`config.mk`:
```
export PLATFORM = sky130hd
export DESIGN_NAME = signed_div_seq_ctrl
export DESIGN_NICKNAME = d
export VERILOG_FILES = /design/src/rtl/signed_div_seq_ctrl.sv
export SDC_FILE = /design/constraint.sdc
export NUM_CORES = 1
export LEC_CHECK = 0
export CORE_MARGIN = 5
export CORE_UTILIZATION = 45
export DETAILED_ROUTE_END_ITERATION = 10
export MAX_ROUTING_LAYER = met4
export PLACE_DENSITY = 0.88
export SLEW_MARGIN = 30
export SYNTH_ARGS = -nofsm -noshare
export SYNTH_HDL_FRONTEND = slang
export SYNTH_SLANG_ARGS = --single-unit
```
`constraint.sdc`:
```
create_clock -name clk -period 6.69 [get_ports clk]
set_input_delay 0.669 -clock clk [delete_from_list [all_inputs] [get_ports clk]]
set_output_delay 0.669 -clock clk [all_outputs]
set_load 0.01 [all_outputs]
```
`src/rtl/signed_div_seq_ctrl.sv`:
```
// Signed/unsigned division sequencer wrapped around an external unsigned divider array.
// Optional feature: define DIV_FASTPATH_EN to skip the divider when |op_a| < |op_b|.
module signed_div_seq_ctrl #(
   parameter int WIDTH       = 32,
   parameter int DIV_LATENCY = 1
) (
   input  logic             clk,
   input  logic             rst,
   input  logic             in_valid,
   output logic             in_ready,
   input  logic [WIDTH-1:0] op_a,
   input  logic [WIDTH-1:0] op_b,
   input  logic             is_signed,
   output logic             out_valid,
   input  logic             out_ready,
   output logic [WIDTH-1:0] quotient,
   output logic [WIDTH-1:0] remainder,
   output logic             div_by_zero,
   output logic             overflow,
   output logic [WIDTH-1:0] div_dividend,
   output logic [WIDTH-1:0] div_divisor,
   input  logic [WIDTH-1:0] div_quotient,
   input  logic [WIDTH-1:0] div_remainder
);

   localparam int CW = (DIV_LATENCY < 2) ? 1 : $clog2(DIV_LATENCY + 1);
   localparam logic [WIDTH-1:0] MIN_VAL  = {1'b1, {(WIDTH-1){1'b0}}};
   localparam logic [WIDTH-1:0] ALL_ONES = '1;

   typedef enum logic [1:0] {IDLE, WAIT, FIX, DONE} state_t;

   state_t           state_reg, state_next;
   logic [CW-1:0]    cnt_reg, cnt_next;
   logic             sign_a_reg, sign_a_next;
   logic             sign_b_reg, sign_b_next;
   logic [WIDTH-1:0] dividend_reg, dividend_next;
   logic [WIDTH-1:0] divisor_reg, divisor_next;
   logic [WIDTH-1:0] quotient_reg, quotient_next;
   logic [WIDTH-1:0] remainder_reg, remainder_next;
   logic             dbz_reg, dbz_next;
   logic             ovf_reg, ovf_next;

   logic             sign_a_in, sign_b_in;
   logic [WIDTH-1:0] mag_a, mag_b;
   logic             accept, is_zero, is_ovf, is_fast;

   assign sign_a_in = is_signed & op_a[WIDTH-1];
   assign sign_b_in = is_signed & op_b[WIDTH-1];
   // MIN negates to itself, which is exactly its unsigned magnitude
   assign mag_a     = sign_a_in ? (~op_a + 1'b1) : op_a;
   assign mag_b     = sign_b_in ? (~op_b + 1'b1) : op_b;
   assign accept    = in_valid & (state_reg == IDLE);
   assign is_zero   = (op_b == '0);
   assign is_ovf    = is_signed & (op_a == MIN_VAL) & (op_b == ALL_ONES);

`ifdef DIV_FASTPATH_EN
   assign is_fast   = (mag_a < mag_b);
`else
   assign is_fast   = 1'b0;
`endif

   always_ff @(posedge clk) begin
      if (!rst) begin
         state_reg     <= IDLE;
         cnt_reg       <= '0;
         sign_a_reg    <= 1'b0;
         sign_b_reg    <= 1'b0;
         dividend_reg  <= '0;
         divisor_reg   <= '0;
         quotient_reg  <= '0;
         remainder_reg <= '0;
         dbz_reg       <= 1'b0;
         ovf_reg       <= 1'b0;
      end else begin
         state_reg     <= state_next;
         cnt_reg       <= cnt_next;
         sign_a_reg    <= sign_a_next;
         sign_b_reg    <= sign_b_next;
         dividend_reg  <= dividend_next;
         divisor_reg   <= divisor_next;
         quotient_reg  <= quotient_next;
         remainder_reg <= remainder_next;
         dbz_reg       <= dbz_next;
         ovf_reg       <= ovf_next;
      end
   end

   always_comb begin
      state_next     = state_reg;
      cnt_next       = cnt_reg;
      sign_a_next    = sign_a_reg;
      sign_b_next    = sign_b_reg;
      dividend_next  = dividend_reg;
      divisor_next   = divisor_reg;
      quotient_next  = quotient_reg;
      remainder_next = remainder_reg;
      dbz_next       = dbz_reg;
      ovf_next       = ovf_reg;
      unique case (state_reg)
         IDLE: begin
            if (accept) begin
               sign_a_next = sign_a_in;
               sign_b_next = sign_b_in;
               dbz_next    = 1'b0;
               ovf_next    = 1'b0;
               if (is_zero) begin
                  quotient_next  = ALL_ONES;
                  remainder_next = op_a;
                  dbz_next       = 1'b1;
                  state_next     = DONE;
               end else if (is_ovf) begin
                  quotient_next  = MIN_VAL;
                  remainder_next = '0;
                  ovf_next       = 1'b1;
                  state_next     = DONE;
               end else if (is_fast) begin
                  quotient_next  = '0;
                  remainder_next = op_a;
                  state_next     = DONE;
               end else begin
                  dividend_next = mag_a;
                  divisor_next  = mag_b;
                  cnt_next      = CW'(DIV_LATENCY);
                  state_next    = WAIT;
               end
            end
         end
         WAIT: begin
            cnt_next = cnt_reg - CW'(1);
            if (cnt_reg == CW'(1)) begin
               state_next = FIX;
            end
         end
         FIX: begin
            // Truncating division: remainder follows the dividend's sign
            quotient_next  = (sign_a_reg ^ sign_b_reg) ? (~div_quotient + 1'b1) : div_quotient;
            remainder_next = sign_a_reg ? (~div_remainder + 1'b1) : div_remainder;
            dbz_next       = 1'b0;
            ovf_next       = 1'b0;
            state_next     = DONE;
         end
         DONE: begin
            if (out_ready) begin
               dbz_next   = 1'b0;
               ovf_next   = 1'b0;
               state_next = IDLE;
            end
         end
         default: state_next = IDLE;
      endcase
   end

   assign in_ready     = (state_reg == IDLE);
   assign out_valid    = (state_reg == DONE);
   assign quotient     = quotient_reg;
   assign remainder    = remainder_reg;
   assign div_by_zero  = dbz_reg;
   assign overflow     = ovf_reg;
   assign div_dividend = dividend_reg;
   assign div_divisor  = divisor_reg;

endmodule

```
* After elaboration in Yosys (flattened, before gate mapping)
Cells that the tools add are included.
Word-level totals: flip-flop bits (word level) 135, input bits 133, output and inout bits 132
Cells by class: add/subtract/negate cells 5, equal/unequal tests 11, mux-type cells 30, bitwise gates (word level) 12, reduce and logical (&&, ||, !) cells 11
Operator list (number):
- $mux 32 | 10
- $add 32x1->32 const B | 4
- $not 32->32 | 4
- $pmux 32 s2 | 2
- $eq 32x32->1 const B | 2
- $logic_not 32->1 | 1
- $mux 2 | 5
- $mux 1 | 9
- $reduce_and 3->1 | 3
- $pmux 2 s4 | 1
- $reduce_and 4->1 | 2
- $ne 2x2->1 const B | 3
- $pmux 1 s3 | 2
- $and 1x1->1 | 5
- $eq 2x2->1 const B | 2
- $ne 2x1->1 const B | 2
- $reduce_bool 2->1 | 2
- $ne 3x1->1 const B | 1
- $reduce_bool 3->1 | 1
- $eq 2x1->1 const B | 1
- $logic_not 2->1 | 1
- $not 1->1 | 2
- $pmux 1 s2 | 1
- $reduce_and 2->1 | 1
- 2 further kinds | 2

* Logic depth before layout (Yosys ltp)
Gate-level depths: netlist of run 1.
word-level depth 7, depth in mapped cells 10

* Worst setup path before layout of run 1
Ideal clock, no wire load.
path kind input to register, from in op_b[0], to reg divisor_reg[29] (netlist: div_divisor[29]), library setup time 0.086 ns, data arrival time 2.510 ns, required time 6.604 ns, setup slack 4.095 ns, stages on the path 7, path buffers 1, cells stage by stage or3_1 or4_1 clkbuf_1 or3_1 o41ai_2 xor2_1 a211oi_1
Between the ends: longest elaborated chain between the ends 4, elaborated cells on any way between the ends 9, those cells by class 1 x add/sub; 1 x eq/ne; 1 x mux; 4 x bitwise; 2 x reduce/logical
Ends and longest elaborated chain:
- start, declared | line 12 | input logic [WIDTH-1:0] op_b,
- branches (longest 4 deep; another with $add 32x1->32)
- end signal, assigned | line 80 | divisor_reg <= divisor_next;
- end, declared | line 37 | logic [WIDTH-1:0] divisor_reg, divisor_next;
Parallel ways; which one is timed is not known. A chain may end at the register's enable or synchronous reset.

* Worst setup path after layout of run 1
from in op_a[7], to reg remainder_reg[16] (netlist: remainder[16])
Between the ends: longest elaborated chain between the ends 5
Ends and longest elaborated chain:
- start, declared | line 11 | input logic [WIDTH-1:0] op_a,
- $eq 32x32->1 | line 54 | assign is_ovf = is_signed & (op_a == MIN_VAL) & (op_b == ALL_ONES);
- $and 1x1->1 (2 in series) | line 54
- $ne 3x1->1 (no source line)
- $reduce_and 3->1 (no source line)
- end signal, assigned | line 82 | remainder_reg <= remainder_next;
- end, declared | line 39 | logic [WIDTH-1:0] remainder_reg, remainder_next;
Every way passes these cells.

==> run metrics, run 1 <==
most common cell after layout, fill and taps aside clkdlybuf4s50_1; setup TNS 0 ns; gpl congestion 0.9119; synthesis-stage register bit count 135; commonest non-fill, non-tap cells in the layout clkdlybuf4s50_1 (263), dfxtp_1 (135), a21oi_1 (125), xnor2_1 (71), a211oi_1 (61); commonest register cell after synthesis dfxtp_1; minimum clock period 3.824 ns; GRT Total Usage 26.24%; Hold Crit Class flip-flop to flip-flop; Initial Util 45.77%; async set or reset register ratio after synthesis 0%; internal power 2.262 mW; via count about 8800; vias in the first global route ~8000; post-cts resize count 0; largest net degree at the start of global routing 72; full die area 0.02114 sq mm; cell taking the most area after synthesis dfxtp_1; core area 0.01802 sq mm; number of antenna violations at the first check in global routing 0; GRT Residual Overflow 0; Power Dens Cells just over 300 mW/mm^2; Crit. Startpoint op_a[7]; Post-CTS Setup Bufs 0; Post-DP HPWL 20.67 mm; critical-path maximum fanout 63; Worst-Margin Slew 0.9284 ns; top post-synthesis cells by area dfxtp_1 (33%), xnor2_1 (7.6%), a21oi_1 (7.6%); DRC 0; Syn Area/Cell 8.402 sq um; Rows 49; Yosys cell types 63; Syn Std Cell Area 0.008250 sq mm; Clock Sinks 135; Starting DRT DRC Count 754; Wirelength per Cell 19.91 um; drt first pass iters 5; Yosys Warn Count 0; Synth Instances 982; worst reg2reg path startpoint state_reg[0]$_SDFFE_PN0P_; leak pwr 4.020 nW; fin nets 1336; Max Cap Violations 0; port bufs between 200 and 300; Design Area, Final 0.01162 sq mm; Die Y 145.4 um; arrival time at the worst endpoint 4.08 ns; Peak VDD IR 193.7 uV; P_sw 1.270 mW; f_max about 260 MHz; H-Tree Depth 4; final WL roughly 29 mm; Slew HR 37.90%; area growth from synthesis to layout 40.82%; WP data required 6.95 ns; fin crit share 57.16%; first-pass GRT wire length 44.68 mm; fraction of layout cells with a size suffix above 1 6.716%; hold buffers post-CTS 0; Final setup viols 0; DIE WIDTH around 150 um; critical path type input port to flip-flop; DRT antenna net count 0; Switching Fraction 35.95%; number of synthesized flops with an enable pin 0; CP Launch Type input port; Yosys top cell area share 32.76%; Setup Skew between 0.008 and 0.009 ns; number of diodes 0; CTS Buf Count 17; RSZ-0062 raised after global routing no; max-slew violations 0; Clk pwr share 28.0%; Post-DP Area between 0.01 and 0.015 sq mm; syn_nets 1125; Sequential Power Share 31.1%; I/O Pins 265; maximum buffer depth of the clock tree 2; CTS tree built; combinational power share 40.9%; share of the yosys chip area belonging to registers 32.76%; CTS clk-pin slew, worst paths 0.06 ns; routed vias/inst 6.099; status completed; Hold Path Origin overflow$_SDFFE_PN0P_; Root Driver clkbuf_16; critical path endpoint category flip-flop; Hold Violations, Final 0; clock latency on the worst-skew pair about 0.42 ns
## critical path: stages
cell and delay [ns]:
clkdlybuf4s50_1 0.50, nor3_2 0.44, and4_1 0.52, nand4_2 0.31
nor3_4 0.25, buf_4 0.43, or2_2 0.19, buf_4 0.54
a311oi_1 0.18
## cell type report
type / instances / area (sq um)
well taps: 229 / 286.5
flip-flops and latches: 135 / 2703
repair buffers: 276 / 2748
multi-input cells: 742 / 5184
inverters: 21 / 78.83
fillers: 1514 / 6406
clock inverters: 15 / 193.9
clock buffers: 17 / 425.4
## worst paths after layout
kind	end	slack (ns)	cells after the start
max	remainder[16]$_SDFFE_PN0P_	2.87	9
min	overflow$_SDFFE_PN0P_	0.46	2
max reg2reg	quotient[9]$_SDFFE_PN0P_	3.22	10
min reg2reg	overflow$_SDFFE_PN0P_	0.46	2
## power by group through the flow
stage	clock, mW	sequential (mW)	combinational (mW)
finish	0.987	1.10	1.44
detailed placement	0	1.11	1.44
global placement	0	1.11	1.41
floorplan	0	1.17	0.712
CTS	1.00	1.10	1.44
global route	1.04	1.12	1.57
## synth_stat cells (3+ instances only)
library cell	count
nor3_2	4
nor4_1	10
a211oi_1	61
o41ai_2	3
buf_1	3
ha_1	10
nor2_1	42
xor2_1	44
a21oi_1	125
buf_2	6
o22ai_1	6
o21ai_0	27
o41ai_1	9
nand2_1	38
dfxtp_1	135
and2_1	23
nand2b_1	5
nor4_2	5
o31ai_1	58
buf_4	6
nor3_1	27
or4_1	14
or3_1	10
or4_4	3
a31oi_1	21
inv_1	19
a41oi_1	11
nand4_1	13
nor2b_1	5
clkbuf_1	68
a21o_1	4
o221a_1	19
mux2i_1	3
a22oi_1	29
xnor2_1	72
nand3_1	7
## layer usage
| layer | track usage (%) | up-vias | part of all wire [%] |
|---|---|---|---|
| li1 | - | 4169 | - |
| met2 | 39.99 | 412 | 46 |
| met4 | 8.722 | 0 | 3.1 |
| met1 | 34.49 | 4111 | 43 |
| met5 | - | - | 0 |
| met3 | 6.104 | 60 | 8.4 |
## kinds of logic (layout without fill, tap and decap cells)
group                    after synthesis  after routing  share of synthesized area, %
XOR/XNOR                             116            116                         12.31
AO/OA/AOI/OAI                        390            390                         32.42
buffers and inverters                105            329                         5.232
flip-flops                           135            135                         32.76
AND/OR/NAND/NOR                      223            223                         15.39
adder cells (fa/ha/maj)               10             10                         1.517
multiplexers                           3              3                        0.3640
## per-stage QoR
| step | total power, mW | utilization, % | hold slack, ns | setup WS (ns) | cells |
|---|---|---|---|---|---|
| after detailed placement | 2.548 | 60.76 | 0.4500 | 2.500 | 1402 |
| after global placement | 2.521 | 60.76 | 0.4410 | 2.593 | 1402 |
| after floorplan | 1.886 | - | 0.4692 | 4.095 | 982 |
| after CTS | 3.542 | 64.20 | 0.4582 | 2.933 | 1434 |
| after global routing | 3.724 | 64.46 | 0.4772 | 2.630 | 1435 |
| final | 3.532 | 64.46 | 0.4570 | 2.866 | 1435 |
Power figures use the tool's default switching activity.
==> run 2, diff against run 1 <==
- clock period: 6.69 -> 3.7 ns (I/O delays scaled with it)
==> run metrics, run 2 (same netlist as run 1, synthesis figures left out) <==
setup TNS 0 ns (unchanged); DIE WIDTH 145.4 um (unchanged); vias in the first global route 8535 (+3.6%); Rows 49 (unchanged); maximum buffer depth of the clock tree 2 (unchanged); Die Y 145.4 um (unchanged); Filler cells 1472 (-2.8%); DRC 0 (unchanged); Starting DRT DRC Count 746 (-1.1%); Hold Crit Class flip-flop to flip-flop; f_max 349.1 MHz; core area 0.01802 sq mm (unchanged); number of antenna violations at the first check in global routing 0 (unchanged); Design Area, Final 0.01181 sq mm (+1.7%); RSZ-0062 raised after global routing no; Crit. Startpoint op_a[0]; Hold Violations, Final 0 (unchanged); arrival time at the worst endpoint 3.19 ns (-0.89 ns); Power Dens Cells 550.8 mW/mm^2 (+81%); Post-DP HPWL 21.34 mm (+3.2%); Clock Sinks 135 (unchanged); GRT Total Usage 26.96% (+0.72 points); number of diodes 0 (unchanged); fraction of layout cells with a size suffix above 1 8.082% (+1.4 points); Initial Util 45.77% (unchanged); Final setup viols 0 (unchanged); port bufs 264 (unchanged); hold buffers post-CTS 0 (unchanged); critical-path maximum fanout 41 (-35%); WP data required 4.02 ns (-2.93 ns); most common cell after layout, fill and taps aside clkdlybuf4s50_1; DRT antenna net count 0 (unchanged); I/O Pins 265 (unchanged); CTS tree built; Post-DP Area 0.01116 sq mm (+1.9%); final WL 29.54 mm (+3.4%); final core occ 65.53% (+1.1 points); via count 8901 (+1.7%); post-cts resize count 0 (unchanged); GRT Residual Overflow 0 (unchanged); worst reg2reg path startpoint sign_a_reg$_SDFFE_PN0P_; CTS clk-pin slew, worst paths 0.06 ns (about the same); full die area 0.02114 sq mm (unchanged); Post-CTS Setup Bufs 0 (unchanged); gpl congestion 0.9160 (+0.45%); first-pass GRT wire length 46.16 mm (+3.3%); max-slew violations 0 (unchanged); area growth from synthesis to layout 43.16%; critical path endpoint category flip-flop; Root Driver clkbuf_16; status completed; leak pwr 4.132 nW (+2.8%); Slew HR 40.95% (+3.0 points); commonest non-fill, non-tap cells in the layout clkdlybuf4s50_1 (263), dfxtp_1 (135), a21oi_1 (125), xnor2_1 (71), a211oi_1 (61); routed vias/inst 6.122 (+0.37%); fin nets 1355 (+1.4%); Worst-Margin Slew 0.8828 ns (-0.04559 ns); Max Cap Violations 0 (unchanged); largest net degree at the start of global routing 71 (-1.4%); Setup Skew 0.009215 ns (+0.0007978 ns); Hold Path Origin overflow$_SDFFE_PN0P_; H-Tree Depth 4 (unchanged); clock latency on the worst-skew pair 0.42 ns (about the same); Wirelength per Cell 20.31 um (+2.0%); critical path type input port to flip-flop; drt first pass iters 5 (unchanged); Peak VDD IR 343.2 uV (+77%); fin crit share 77.41%; minimum clock period around 2.9 ns; CP Launch Type input port; CTS Buf Count 17 (unchanged)
-- run 2: cell types whose count changed in the layout (fill, tap and decap cells not counted), moves of 2 or more --
cell | previous run | this run
buf_12 | 0 | 5
inv_8 | 2 | 0
buf_4 | 11 | 26
clkinv_4 | 4 | 1
inv_6 | 3 | 5
-- run 2: final timing paths --
path / slack [ns] / depth (start not counted) / endpoint
worst max-delay path: 0.84 / 10 / div_dividend[8]$_SDFFE_PN0P_
worst min-delay path: 0.45 / 2 / overflow$_SDFFE_PN0P_
worst max register to register: 1.37 / 6 / quotient[18]$_SDFFE_PN0P_
worst min register to register: 0.45 / 2 / overflow$_SDFFE_PN0P_
-- run 2: area by class of cell --
type                       instances  area (sq um)  share of cell area, %
multi-input combinational        742          5175                  43.81
timing repair buffer             295          2933                  24.83
sequential                       135          2703                  22.88
clock buffer                      19         442.9                  3.750
tap                              229         286.5                  2.426
clock inverter                    13         192.7                  1.631
inverter                          21         78.83                 0.6674
-- run 2: where the power goes --
part	switching [mW]	leakage, nW	internal (mW)
combinational	1.40	2.72	1.27
sequential	0.203	1.10	1.79
clock	0.692	0.305	1.16
-- run 2: metal layers --
layer  vias to the layer above  GRT usage [%]  share of wire, %
met5                         -              -                 0
met4                         0          8.769               2.7
met3                        53          5.357               8.1
met2                       425          41.77                46
met1                      4231          35.48                43
li1                       4192              -                 -
-- run 2: metrics by stage --
step                      power (mW)  hold slack [ns]  cells  setup WS, ns
after floorplan                3.410           0.4692    982         1.404
after global placement         4.602           0.4408   1422        0.5765
after detailed placement       4.659           0.4469   1422        0.4299
after CTS                      6.516           0.4550   1454        0.8390
after global routing           6.829           0.4924   1454        0.6715
final                          6.506           0.4510   1454        0.8358
-- run 2: worst max-delay path: stages --
cell             delay, ns
clkdlybuf4s50_1       0.66
inv_1                 0.11
ha_1                  0.25
nor2b_1               0.16
nor2b_1               0.14
nand4_2               0.22
o211a_2               0.59
buf_12                0.28
a21oi_1               0.11
a211oi_1              0.28
